==> src/rtl/mc_timed_request_queue_pkg.sv <==
// Shared types and DDR5 address-field layout for the timed request queue.
// The layout is fixed across address widths; only the row field grows with ADDR_W.
package mc_pkg;

  typedef enum logic [1:0] {
    OP_READ   = 2'd0,
    OP_WRITE  = 2'd1,
    OP_IFETCH = 2'd2
  } mc_op_e;

  // LSB position / width of each decoded address field.
  localparam int BYTE_LSB = 0;
  localparam int BYTE_W   = 2;
  localparam int COLL_LSB = 2;
  localparam int COLL_W   = 4;
  localparam int CHAN_LSB = 6;
  localparam int CHAN_W   = 1;
  localparam int BG_LSB   = 7;
  localparam int BG_W     = 3;
  localparam int BANK_LSB = 10;
  localparam int BANK_W   = 2;
  localparam int COLH_LSB = 12;
  localparam int COLH_W   = 6;
  localparam int ROW_LSB  = 18;
  localparam int COL_W    = COLH_W + COLL_W;

endpackage

==> src/rtl/mc_timed_request_queue_if.sv <==
// Front-end / scheduler bundle for mc_timed_request_queue; the queue takes the slave side.
interface mc_timed_request_queue_if
  import mc_pkg::*;
#(
  parameter int DEPTH  = 16,
  parameter int CORE_W = 4,
  parameter int TIME_W = 64,
  parameter int ADDR_W = 34
);
  localparam int CNT_W = $clog2(DEPTH + 1);
  localparam int ROW_W = ADDR_W - ROW_LSB;

  // Both channels: a beat transfers on a clock edge where valid && ready; the
  // source keeps valid and its data stable until that edge, ready may toggle freely.
  logic              in_valid;
  logic              in_ready;
  logic [CORE_W-1:0] in_core;
  logic [TIME_W-1:0] in_time;
  logic [1:0]        in_op;
  logic [ADDR_W-1:0] in_addr;

  logic              out_valid;
  logic              out_ready;
  logic [CORE_W-1:0] out_core;
  logic [1:0]        out_op;
  logic [TIME_W-1:0] out_time;
  logic [BYTE_W-1:0] out_byte;
  logic [COL_W-1:0]  out_column;
  logic              out_channel;
  logic [BG_W-1:0]   out_bank_group;
  logic [BANK_W-1:0] out_bank;
  logic [ROW_W-1:0]  out_row;
  logic              out_late;

  logic [TIME_W-1:0] cpu_cycle;
  logic [CNT_W-1:0]  count;
  logic              full;
  logic              empty;

  modport master (
    output in_valid, in_core, in_time, in_op, in_addr, out_ready,
    input  in_ready, out_valid, out_core, out_op, out_time, out_byte, out_column,
           out_channel, out_bank_group, out_bank, out_row, out_late,
           cpu_cycle, count, full, empty
  );

  modport slave (
    input  in_valid, in_core, in_time, in_op, in_addr, out_ready,
    output in_ready, out_valid, out_core, out_op, out_time, out_byte, out_column,
           out_channel, out_bank_group, out_bank, out_row, out_late,
           cpu_cycle, count, full, empty
  );

endinterface

==> src/rtl/mc_timed_request_queue_addr_decode.sv <==
// Combinational split of a physical address into DDR5 byte/column/channel/bank-group/bank/row.
module mc_addr_decode
  import mc_pkg::*;
#(
  parameter int ADDR_W = 34
) (
  input  logic [ADDR_W-1:0]         addr_i,
  output logic [BYTE_W-1:0]         byte_o,
  output logic [COL_W-1:0]          column_o,
  output logic [CHAN_W-1:0]         channel_o,
  output logic [BG_W-1:0]           bank_group_o,
  output logic [BANK_W-1:0]         bank_o,
  output logic [ADDR_W-ROW_LSB-1:0] row_o
);

  assign byte_o       = addr_i[BYTE_LSB +: BYTE_W];
  // Column is split around the channel/bank bits: high part sits above the bank field.
  assign column_o     = {addr_i[COLH_LSB +: COLH_W], addr_i[COLL_LSB +: COLL_W]};
  assign channel_o    = addr_i[CHAN_LSB +: CHAN_W];
  assign bank_group_o = addr_i[BG_LSB +: BG_W];
  assign bank_o       = addr_i[BANK_LSB +: BANK_W];
  assign row_o        = addr_i[ADDR_W-1:ROW_LSB];

endmodule

==> src/rtl/mc_timed_request_queue.sv <==
// In-order request FIFO that releases its head once the CPU-cycle counter reaches
// the request time, decodes the address and presents it through one output register.
module mc_timed_request_queue
  import mc_pkg::*;
#(
  parameter int DEPTH     = 16,
  parameter int CORE_W    = 4,
  parameter int TIME_W    = 64,
  parameter int ADDR_W    = 34,
  parameter int CLK_RATIO = 2
) (
  input  logic                      dimm_clock,
  input  logic                      reset_n,
  mc_timed_request_queue_if.slave   q
);

  localparam int PTR_W = $clog2(DEPTH);
  localparam int CNT_W = $clog2(DEPTH + 1);
  localparam int PS_W  = (CLK_RATIO > 1) ? $clog2(CLK_RATIO) : 1;
  localparam int ROW_W = ADDR_W - ROW_LSB;

  // Entry layout depends on the module parameters, so it is declared here.
  typedef struct packed {
    logic [CORE_W-1:0] core;
    logic [TIME_W-1:0] req_time;
    logic [1:0]        op;
    logic [ADDR_W-1:0] addr;
  } req_t;

  typedef struct packed {
    logic              valid;
    logic              late;
    logic [CORE_W-1:0] core;
    logic [1:0]        op;
    logic [TIME_W-1:0] req_time;
    logic [BYTE_W-1:0] byte_f;
    logic [COL_W-1:0]  column;
    logic [CHAN_W-1:0] channel;
    logic [BG_W-1:0]   bank_group;
    logic [BANK_W-1:0] bank;
    logic [ROW_W-1:0]  row;
  } out_t;

  req_t              mem_q [DEPTH];
  logic [PTR_W-1:0]  rd_ptr_q, rd_ptr_d;
  logic [PTR_W-1:0]  wr_ptr_q, wr_ptr_d;
  logic [CNT_W-1:0]  count_q, count_d;
  logic [PS_W-1:0]   pre_q, pre_d;
  logic [TIME_W-1:0] cyc_q, cyc_d;
  out_t              out_q, out_d;

  req_t              in_req;
  req_t              head;
  logic              full, empty, eligible, load, push, pop;

  logic [BYTE_W-1:0] dec_byte;
  logic [COL_W-1:0]  dec_column;
  logic [CHAN_W-1:0] dec_channel;
  logic [BG_W-1:0]   dec_bank_group;
  logic [BANK_W-1:0] dec_bank;
  logic [ROW_W-1:0]  dec_row;

  assign in_req   = '{core: q.in_core, req_time: q.in_time, op: q.in_op, addr: q.in_addr};
  assign head     = mem_q[rd_ptr_q];
  assign full     = (count_q == CNT_W'(DEPTH));
  assign empty    = (count_q == '0);
  // >= so a request whose time already passed is still released.
  assign eligible = !empty && (cyc_q >= head.req_time);
  assign load     = !out_q.valid || q.out_ready;
  assign push     = q.in_valid && !full;
  assign pop      = load && eligible;

  mc_addr_decode #(.ADDR_W(ADDR_W)) u_decode (
    .addr_i       (head.addr),
    .byte_o       (dec_byte),
    .column_o     (dec_column),
    .channel_o    (dec_channel),
    .bank_group_o (dec_bank_group),
    .bank_o       (dec_bank),
    .row_o        (dec_row)
  );

  always_comb begin
    pre_d    = pre_q + 1'b1;
    cyc_d    = cyc_q;
    rd_ptr_d = rd_ptr_q;
    wr_ptr_d = wr_ptr_q;
    count_d  = count_q;
    out_d    = out_q;

    if (pre_q == PS_W'(CLK_RATIO - 1)) begin
      pre_d = '0;
      cyc_d = cyc_q + 1'b1;
    end

    if (push) wr_ptr_d = wr_ptr_q + 1'b1;
    if (pop)  rd_ptr_d = rd_ptr_q + 1'b1;

    case ({push, pop})
      2'b10:   count_d = count_q + 1'b1;
      2'b01:   count_d = count_q - 1'b1;
      default: count_d = count_q;
    endcase

    if (load) begin
      out_d.valid = eligible;
      if (eligible) begin
        out_d.late       = (cyc_q > head.req_time);
        out_d.core       = head.core;
        out_d.op         = head.op;
        out_d.req_time   = head.req_time;
        out_d.byte_f     = dec_byte;
        out_d.column     = dec_column;
        out_d.channel    = dec_channel;
        out_d.bank_group = dec_bank_group;
        out_d.bank       = dec_bank;
        out_d.row        = dec_row;
      end
    end
  end

  always_ff @(posedge dimm_clock or negedge reset_n) begin
    if (!reset_n) begin
      rd_ptr_q <= '0;
      wr_ptr_q <= '0;
      count_q  <= '0;
      pre_q    <= '0;
      cyc_q    <= '0;
      out_q    <= '0;
    end else begin
      rd_ptr_q <= rd_ptr_d;
      wr_ptr_q <= wr_ptr_d;
      count_q  <= count_d;
      pre_q    <= pre_d;
      cyc_q    <= cyc_d;
      out_q    <= out_d;
    end
  end

  always_ff @(posedge dimm_clock or negedge reset_n) begin
    if (!reset_n) begin
      for (int i = 0; i < DEPTH; i++) mem_q[i] <= '0;
    end else if (push) begin
      mem_q[wr_ptr_q] <= in_req;
    end
  end

  assign q.in_ready       = !full;
  assign q.out_valid      = out_q.valid;
  assign q.out_late       = out_q.late;
  assign q.out_core       = out_q.core;
  assign q.out_op         = out_q.op;
  assign q.out_time       = out_q.req_time;
  assign q.out_byte       = out_q.byte_f;
  assign q.out_column     = out_q.column;
  assign q.out_channel    = out_q.channel;
  assign q.out_bank_group = out_q.bank_group;
  assign q.out_bank       = out_q.bank;
  assign q.out_row        = out_q.row;
  assign q.cpu_cycle      = cyc_q;
  assign q.count          = count_q;
  assign q.full           = full;
  assign q.empty          = empty;

endmodule

==> src/flat_wrapper.sv <==
// flat-port wrapper written by rule: the top's interface ports become plain ports
module mc_timed_request_queue_flat import mc_pkg::*;
#(
  parameter int DEPTH     = 16,
  parameter int CORE_W    = 4,
  parameter int TIME_W    = 64,
  parameter int ADDR_W    = 34,
  parameter int CLK_RATIO = 2
)
  (dimm_clock, reset_n, q_in_valid, q_in_core, q_in_time, q_in_op, q_in_addr, q_out_ready, q_in_ready, q_out_valid, q_out_core, q_out_op, q_out_time, q_out_byte, q_out_column, q_out_channel, q_out_bank_group, q_out_bank, q_out_row, q_out_late, q_cpu_cycle, q_count, q_full, q_empty);
  mc_timed_request_queue_if #(.DEPTH(DEPTH), .CORE_W(CORE_W), .TIME_W(TIME_W), .ADDR_W(ADDR_W)) q_i ();
  input  logic dimm_clock;
  input  logic reset_n;
  input wire logic [$bits(q_i.in_valid)-1:0] q_in_valid;
  input wire logic [$bits(q_i.in_core)-1:0] q_in_core;
  input wire logic [$bits(q_i.in_time)-1:0] q_in_time;
  input wire logic [$bits(q_i.in_op)-1:0] q_in_op;
  input wire logic [$bits(q_i.in_addr)-1:0] q_in_addr;
  input wire logic [$bits(q_i.out_ready)-1:0] q_out_ready;
  output wire logic [$bits(q_i.in_ready)-1:0] q_in_ready;
  output wire logic [$bits(q_i.out_valid)-1:0] q_out_valid;
  output wire logic [$bits(q_i.out_core)-1:0] q_out_core;
  output wire logic [$bits(q_i.out_op)-1:0] q_out_op;
  output wire logic [$bits(q_i.out_time)-1:0] q_out_time;
  output wire logic [$bits(q_i.out_byte)-1:0] q_out_byte;
  output wire logic [$bits(q_i.out_column)-1:0] q_out_column;
  output wire logic [$bits(q_i.out_channel)-1:0] q_out_channel;
  output wire logic [$bits(q_i.out_bank_group)-1:0] q_out_bank_group;
  output wire logic [$bits(q_i.out_bank)-1:0] q_out_bank;
  output wire logic [$bits(q_i.out_row)-1:0] q_out_row;
  output wire logic [$bits(q_i.out_late)-1:0] q_out_late;
  output wire logic [$bits(q_i.cpu_cycle)-1:0] q_cpu_cycle;
  output wire logic [$bits(q_i.count)-1:0] q_count;
  output wire logic [$bits(q_i.full)-1:0] q_full;
  output wire logic [$bits(q_i.empty)-1:0] q_empty;
  assign q_i.in_valid = q_in_valid;
  assign q_i.in_core = q_in_core;
  assign q_i.in_time = q_in_time;
  assign q_i.in_op = q_in_op;
  assign q_i.in_addr = q_in_addr;
  assign q_i.out_ready = q_out_ready;
  assign q_in_ready = q_i.in_ready;
  assign q_out_valid = q_i.out_valid;
  assign q_out_core = q_i.out_core;
  assign q_out_op = q_i.out_op;
  assign q_out_time = q_i.out_time;
  assign q_out_byte = q_i.out_byte;
  assign q_out_column = q_i.out_column;
  assign q_out_channel = q_i.out_channel;
  assign q_out_bank_group = q_i.out_bank_group;
  assign q_out_bank = q_i.out_bank;
  assign q_out_row = q_i.out_row;
  assign q_out_late = q_i.out_late;
  assign q_cpu_cycle = q_i.cpu_cycle;
  assign q_count = q_i.count;
  assign q_full = q_i.full;
  assign q_empty = q_i.empty;
  mc_timed_request_queue #(.DEPTH(DEPTH), .CORE_W(CORE_W), .TIME_W(TIME_W), .ADDR_W(ADDR_W), .CLK_RATIO(CLK_RATIO)) u_core (.dimm_clock(dimm_clock), .reset_n(reset_n), .q(q_i));
endmodule
==> config.mk <==
export PLATFORM = sky130hd
export DESIGN_NAME = mc_timed_request_queue_flat
export DESIGN_NICKNAME = d
export VERILOG_FILES = /design/src/rtl/mc_timed_request_queue_pkg.sv /design/src/rtl/mc_timed_request_queue_if.sv /design/src/rtl/mc_timed_request_queue_addr_decode.sv /design/src/rtl/mc_timed_request_queue.sv /design/src/flat_wrapper.sv
export SDC_FILE = /design/constraint.sdc
export NUM_CORES = 2
export LEC_CHECK = 0
export ABC_AREA = 1
export BUFFER_PORTS_ARGS = -buffer_cell sky130_fd_sc_hd__buf_2
export CAP_MARGIN = 20
export CORE_ASPECT_RATIO = 1.4
export CORE_MARGIN = 3
export CORE_UTILIZATION = 30
export CTS_CLUSTER_DIAMETER = 40
export DETAILED_ROUTE_END_ITERATION = 10
export PLACE_DENSITY = 0.42
export SYNTH_ARGS = -nofsm -noshare
export SYNTH_HDL_FRONTEND = slang
export SYNTH_SLANG_ARGS = --single-unit
export TNS_END_PERCENT = 50
==> constraint.sdc <==
create_clock -name dimm_clock -period 8.1 [get_ports dimm_clock]
set_input_delay 0 -clock dimm_clock [delete_from_list [all_inputs] [get_ports dimm_clock]]
set_output_delay 0 -clock dimm_clock [all_outputs]
set_load 0.02 [all_outputs]
## Yosys cells after proc, flatten, opt, wreduce, memory -nomap -nowiden

Cells that the tools add are included.

| word-level totals | value |
|---|---|
| word-level logic and storage cells | 115 |
| input bits | 108 |
| bits in registers | 1,848 |
| output and inout port bits | 178 |

| operators by class | value |
|---|---|
| reductions and logical operators | 11 |
| $lt $le $gt $ge | 5 |
| bitwise operators | 2 |
| mux-type cells | 8 |
| eq/ne operators | 3 |
| add/subtract/negate cells | 6 |

Operators by type and width:

| cell | count |
|---|---|
| 1664-bit bitwise mux | 1 |
| 104-bit binary-select mux with 4-bit select | 1 |
| 104-bit demux with 4-bit select | 1 |
| 104-bit two-way mux | 3 |
| 64-bit by 1-bit adder with 64-bit output (second input constant) | 1 |
| 64-bit >= comparator | 1 |
| 64-bit > comparator | 1 |
| 5-bit >= comparator (second input constant) | 2 |
| 4-bit NOT with 5-bit output | 2 |
| 5-bit one-hot mux with 2 select lines | 1 |
| 4-bit by 1-bit adder with 4-bit output (second input constant) | 2 |
| 5-bit by 1-bit adder with 5-bit output (second input constant) | 1 |
| 5-bit equality test (second input constant) | 1 |
| 5-bit zero test | 1 |
| 5-bit by 1-bit < comparator with 1-bit output (second input constant) | 1 |
| 5-bit by 1-bit subtractor with 5-bit output (second input constant) | 1 |
| 1-bit logical AND | 4 |
| 1-bit zero test | 3 |
| 2-bit by 1-bit equality test with 1-bit output (second input constant) | 1 |
| 2-bit equality test (second input constant) | 1 |
| 2-bit AND reduction | 1 |
| 2-bit nonzero test | 1 |
| 1-bit adder (second input constant) | 1 |
| 1-bit logical OR | 1 |
| 1-bit two-way mux | 1 |

## Longest topological paths before layout

| depth | value |
|---|---|
| depth in word-level cells | 9 |
| mapped depth | 38 |
| gate-level depth less buffers | 32 |

## Cells and area by module

From an unflattened synthesis, not the netlist that was laid out.

| second synthesis, totals | value |
|---|---|
| cells, all modules | 9,371 |
| area, all modules | 84,095.7 µm² |

By module, submodules not included:

| module | area an instance (µm²) | times used | seq. area each (µm²) | cells an instance |
|---|---|---|---|---|
| mc_timed_request_queue | 83,840.4 | 1 | 46,244.4 | 9,337 |
| mc_addr_decode | 255.2 | 1 | 0.0 | 34 |

## Worst setup path before layout

Ideal clock, no wire load.

| timing path | value |
|---|---|
| path kind | reg2reg |
| from | reg u_core.rd_ptr_q[0] |
| to | reg u_core.count_q[4], in the netlist u_core.q.count[4] |
| cell stages (with the launch flop) | 36 |
| arrival | 4,197 ps |
| library setup time | 80 ps |
| required time | 8,020 ps |
| slack | 3,823 ps |
| cells stage by stage | dfrtp_1 -> buf_2 -> buf_4 -> inv_2 -> buf_4 -> buf_6 -> buf_2 -> nor2_1 -> o211ai_1 -> o211ai_1 -> nand2_1 -> inv_1 -> ha_1 -> nand2_1 -> nor2_2 -> nand2_1 -> nor2_1 -> nand2_1 -> nor2_1 -> nand2_1 -> nand2_1 -> nor2_1 -> nand2_4 -> nand2_2 -> buf_6 -> buf_6 -> inv_1 -> ha_1 -> inv_1 -> fa_1 -> nor2_1 -> a211oi_1 -> nand2_1 -> nand2_1 -> nor2_1 -> xor2_1 |

| on the way | value |
|---|---|
| word-level cells in the longest chain between the ends | 9 |
| elaborated cells between the ends (all ways) | 11 |

RTL lines:

| what | RTL line | RTL |
|---|---|---|
| start: declaration | mc_timed_request_queue.sv:45 | `logic [PTR_W-1:0] rd_ptr_q, rd_ptr_d;` |
| start signal: assignment | mc_timed_request_queue.sv:131 | `rd_ptr_q <= rd_ptr_d;` |
| 4-bit NOT with 5-bit output (not written as such) * | mc_timed_request_queue.sv:64 | `assign head = mem_q[rd_ptr_q];` |
| 104-bit binary-select mux with 4-bit select * | mc_timed_request_queue.sv:64 |  |
| 104-bit two-way mux (not written as such) * (2 in series) | mc_timed_request_queue.sv:64 |  |
| 64-bit >= comparator * | mc_timed_request_queue.sv:68 | `assign eligible = !empty && (cyc_q >= head.req_time);` |
| 1-bit logical AND * | mc_timed_request_queue.sv:68 |  |
| 1-bit logical AND * | mc_timed_request_queue.sv:71 | `assign pop = load && eligible;` |
| net u_core.pop | mc_timed_request_queue.sv:54 | `logic full, empty, eligible, load, push, pop;` |
| 2-bit by 1-bit equality test with 1-bit output or 2-bit equality test (tied branches) | mc_timed_request_queue.sv:99 | `case ({push, pop})` |
| 5-bit one-hot mux with 2 select lines or 2-bit nonzero test (tied branches) | n/a |  |
| end signal: assignment | mc_timed_request_queue.sv:133 | `count_q <= count_d;` |
| end: declaration | mc_timed_request_queue.sv:47 | `logic [CNT_W-1:0] count_q, count_d;` |

The timed path passes the listed nets; every way through them passes the cells marked *. The select of a mux whose other input is x is not followed.
A chain may end at the register's enable or synchronous reset.

## Worst setup path in the final report

Ends and elaborated chain as after synthesis.

==> results.rst <==
.. list-table::
   :header-rows: 1

   * - Metric
     - Value
   * - Portion of the clock cycle consumed by the worst path in the final layout
     - 73.1%
   * - Routability-driven placement congestion ratio
     - 0.855
   * - Final Max Slew Viols
     - 0
   * - Portion of synthesized cell area occupied by the leading cell type
     - 54.6%
   * - Longest Clk Path Bufs
     - 4
   * - Fraction of synthesized area in multiplexers
     - 0%
   * - Number of cell rows
     - 230
   * - Maximum clock frequency
     - 169 MHz
   * - Num Clock Sinks
     - 1,848
   * - Post-synthesis share of cell area spent on and, or, nand and nor gates
     - 17.9%
   * - Count of endpoints failing hold in the final timing report
     - 0
   * - Part of the Yosys area used for sequential elements
     - 54.6%
   * - Setup Skew
     - 0.0493 ns
   * - Maximum level of the CTS H-tree
     - 5
   * - Leading cell types in the layout, fill and taps excluded
     - 2,348 x sky130_fd_sc_hd__o21ai_0, 2,197 x sky130_fd_sc_hd__nand2_1, 1,844 x sky130_fd_sc_hd__dfrtp_1, 1,333 x sky130_fd_sc_hd__nor2_1, 416 x sky130_fd_sc_hd__o211ai_1
   * - Kind of cell with the highest combined delay on the critical path
     - simple AND/OR/NAND/NOR gates
   * - Placed cell areas
     - 88,000 sq um
   * - Antenna violations before repair
     - 9
   * - Share of layout cells above drive strength 1
     - 9.26%
   * - Count of hold-fix buffers inserted at cts
     - 110
   * - Worst r2r path cells
     - 29
   * - Clock insertion delay at the later pin of the skew report
     - 0.86 ns
   * - Setup slack of the most critical reg-to-reg path
     - 2.18 ns
   * - Setup crit start kind
     - register
   * - Drt drc
     - 0
   * - Detail Route Antenna Nets
     - 0
   * - Post-detailed-placement half-perimeter wirelength
     - 167,000 um
   * - Core ar.
     - 281,000 sq um
   * - Critical setup path kind
     - reg2reg
   * - Worst Hold Class
     - in2reg
   * - Via count
     - 70,500
   * - Net count of the mapped netlist
     - 10,200
   * - Number of input and output port buffers inserted
     - 285
   * - TritonCTS clock tree
     - done
   * - Met1 wire length
     - 139,000 um
   * - Synthesized flop and latch total
     - 1,848
   * - Max-cap check violation count
     - 0
   * - Capturing element type of the critical path
     - register
   * - Mean cell area of the mapped netlist
     - 8.44 sq um
   * - Combinational family with the most area after synthesis
     - compound AO/OA/AOI/OAI gates
   * - Worst endpoint required time
     - 8.84 ns
   * - Worst slew margin relative to its limit
     - 25.4%
   * - First-iteration detailed-routing DRC count
     - 5,961
   * - IR Drop Worst-Case VDD
     - 157 uV
   * - Overall die area
     - 289,000 sq um
   * - Fillers
     - 29,100
   * - Floorplan die width
     - 455 um
   * - Xor/xnor cell area share of the yosys netlist
     - 0.641%
   * - Via count of the first global-routing pass
     - 71,000
   * - Post-CTS setup buffers
     - 0
   * - Clock period minus final worst setup slack
     - 5.92 ns
   * - Routed wire length on met3
     - 13,700 um
   * - Setup Viol. Count Final
     - 0
   * - Worst path slowest cell
     - sky130_fd_sc_hd__buf_4
   * - Worst-path clk slew
     - 0.06 ns
   * - Post-CTS resize count
     - 0
   * - Drt pass-1 iters
     - 6
   * - Crit path DAT
     - 6.67 ns
   * - Highest metal used
     - met5
   * - Starting Density
     - 30.2%
   * - Cell count along the critical path
     - 29
   * - I/O pin count
     - 286
   * - Synth Cell Area
     - 84,700 sq um
   * - Global-route wire length before repair
     - 466,000 um
   * - Number of unique standard cell types used by synthesis
     - 43
   * - Vertical extent of the die
     - 635 um
   * - Crit Path Max Fanout
     - 97
   * - Post-synthesis compound-gate area fraction
     - 19.5%
   * - Overall fraction of global-route tracks in use
     - 21.0%
   * - Most common cell after layout, fill and taps aside
     - sky130_fd_sc_hd__o21ai_0
   * - Number of clock buffers inserted by TritonCTS
     - 291
   * - Power density over cell area
     - 350 nW/um^2
   * - Maximum number of pins on one net before global-route repair
     - 196
   * - Ratio of routed vias to standard cells
     - 5.06
   * - Synthesis-to-finish area growth
     - 17.1%
   * - Fraction of the mapped netlist area in adder cells
     - 1.12%
   * - Most repeated library cell on the critical path
     - sky130_fd_sc_hd__nand2_1
   * - Cell count after synthesis
     - 10,000
   * - Sum of routed wire length over all layers
     - 308,000 um
   * - Routed length on met2
     - 147,000 um
   * - Setup TNS after final layout
     - 0 ns
   * - Hold path depth
     - 4
   * - Number of buffer and inverter instances along the worst setup path
     - 5
   * - Summed area of non-filler cells in the final layout
     - 99,200 sq um
   * - RSZ-0062 raised after global routing
     - false
   * - Leakage
     - 45.7 nW
   * - Routed len/inst
     - 22.0 um
   * - Transition time at the pin with the least slew margin
     - 1.12 ns
   * - Worst stage delay on the critical path
     - 0.67 ns
   * - Final net count
     - 10,200
   * - Synth top area cells
     - sky130_fd_sc_hd__dfrtp_1 55%, sky130_fd_sc_hd__o21ai_0 14%, sky130_fd_sc_hd__nand2_1 9.7%, sky130_fd_sc_hd__nor2_1 5.9%, sky130_fd_sc_hd__o211ai_1 3.7%
   * - Most area-hungry cell type in the Yosys netlist
     - sky130_fd_sc_hd__dfrtp_1
   * - WHS
     - 0.0939 ns
   * - Total of warnings raised by yosys
     - 0
   * - Buffer cell driving the clock tree root
     - sky130_fd_sc_hd__clkbuf_16
   * - Overflow after GRT
     - 0
   * - Result of the run
     - finished clean
[kinds of logic after synthesis]
group / Yosys count
fa+ha+maj: 75
flops: 1848
compound gates: 3083
buf+inv: 1120
simple gates: 3856
xor+xnor: 62
[per-stage QoR]
| step | util, % | setup slack (ns) | power [W] | cells |
|---|---|---|---|---|
| after global routing | 35.4 | 1.71 | 0.0372 | 13900 |
| after CTS | 35.4 | 2.14 | 0.0352 | 13900 |
| final | 35.4 | 2.18 | 0.0347 | 13900 |
| after detailed placement | 31.4 | 2.19 | 0.0219 | 13300 |
| after global placement | 31.4 | 2.18 | 0.0216 | 13300 |
| after floorplan | - | 3.82 | 0.0195 | 10000 |
[power by group]
part | leakage [nW] | switching, W | internal (W) | total, W
combinational | 17.2 | 0.00443 | 0.00258 | 0.00702
sequential | 23.7 | 0.00189 | 0.0128 | 0.0147
clock | 4.82 | 0.00484 | 0.00815 | 0.0130
[worst min-delay path: stages]
cell,delay (ns)
sky130_fd_sc_hd__dlygate4sd3_1,0.53
sky130_fd_sc_hd__buf_2,0.14
sky130_fd_sc_hd__nand2_4,0.12
sky130_fd_sc_hd__xor2_1,0.08
[metal layers]
metal / up-vias / track usage [%]
li1: 33300 / -
met1: 35000 / 28.3
met2: 1727 / 35.6
met3: 415 / 2.65
met4: 2 / 5.68
met5: - / 0
[path summary, 6_finish.rpt]
path | startpoint | end
max in group asynchronous | reset_n | u_core.mem_q[124]
setup reg to reg | u_core.rd_ptr_q[0] | u_core.q.count[4]
hold / removal | q_in_valid | u_core.wr_ptr_q[0]
setup / recovery | u_core.rd_ptr_q[0] | u_core.q.count[4]
hold reg to reg | u_core.q.out_time[54] | u_core.q.out_time[54]
min in group asynchronous | reset_n | u_core.mem_q[1115]
[flip-flops by register name, indices dropped and copies added (netlist names)]
register and cells:
u_core.mem_q 1664, u_core.q.cpu_cycle 64, u_core.q.out_time 64, u_core.q.out_row 16, u_core.q.out_column 10, u_core.q.count 5
u_core.q.out_core 4, u_core.rd_ptr_q 4, u_core.wr_ptr_q 4, u_core.q.out_bank_group 3, u_core.q.out_bank 2, u_core.q.out_byte 2
u_core.q.out_op 2, u_core.pre_q 1, u_core.q.out_channel 1, u_core.q.out_late 1, u_core.q.out_valid 1
[synthesized netlist by cell type, drive strengths merged]
cell	n
and2	1
xor2	50
nand4	36
a211oi	1
nand2	2203
nor2	1345
clkinv	1
dfrtp	1848
o21ai	2634
and3	2
a21o	3
nand3b	5
a21oi	26
o21a	1
clkbuf	487
a21boi	1
o211ai	416
inv	276
nor3	31
buf	356
nand3	226
or2	2
a31oi	1
xnor2	12
nor4	5
fa	1
ha	74
[cell type report]
cell class              count  area (sq um)  share of cell area, %
well taps                3712          4640                   4.68
clock buffers             357          8050                   8.12
inverters                 277          1070                   1.08
repair buffers            509          3960                   3.99
diodes                      6          15.0                 0.0151
clock inverters           164          2000                   2.01
flip-flops and latches   1848         46300                   46.6
multi-input cells        7076         33200                   33.5
Power figures use the tool's default switching activity.
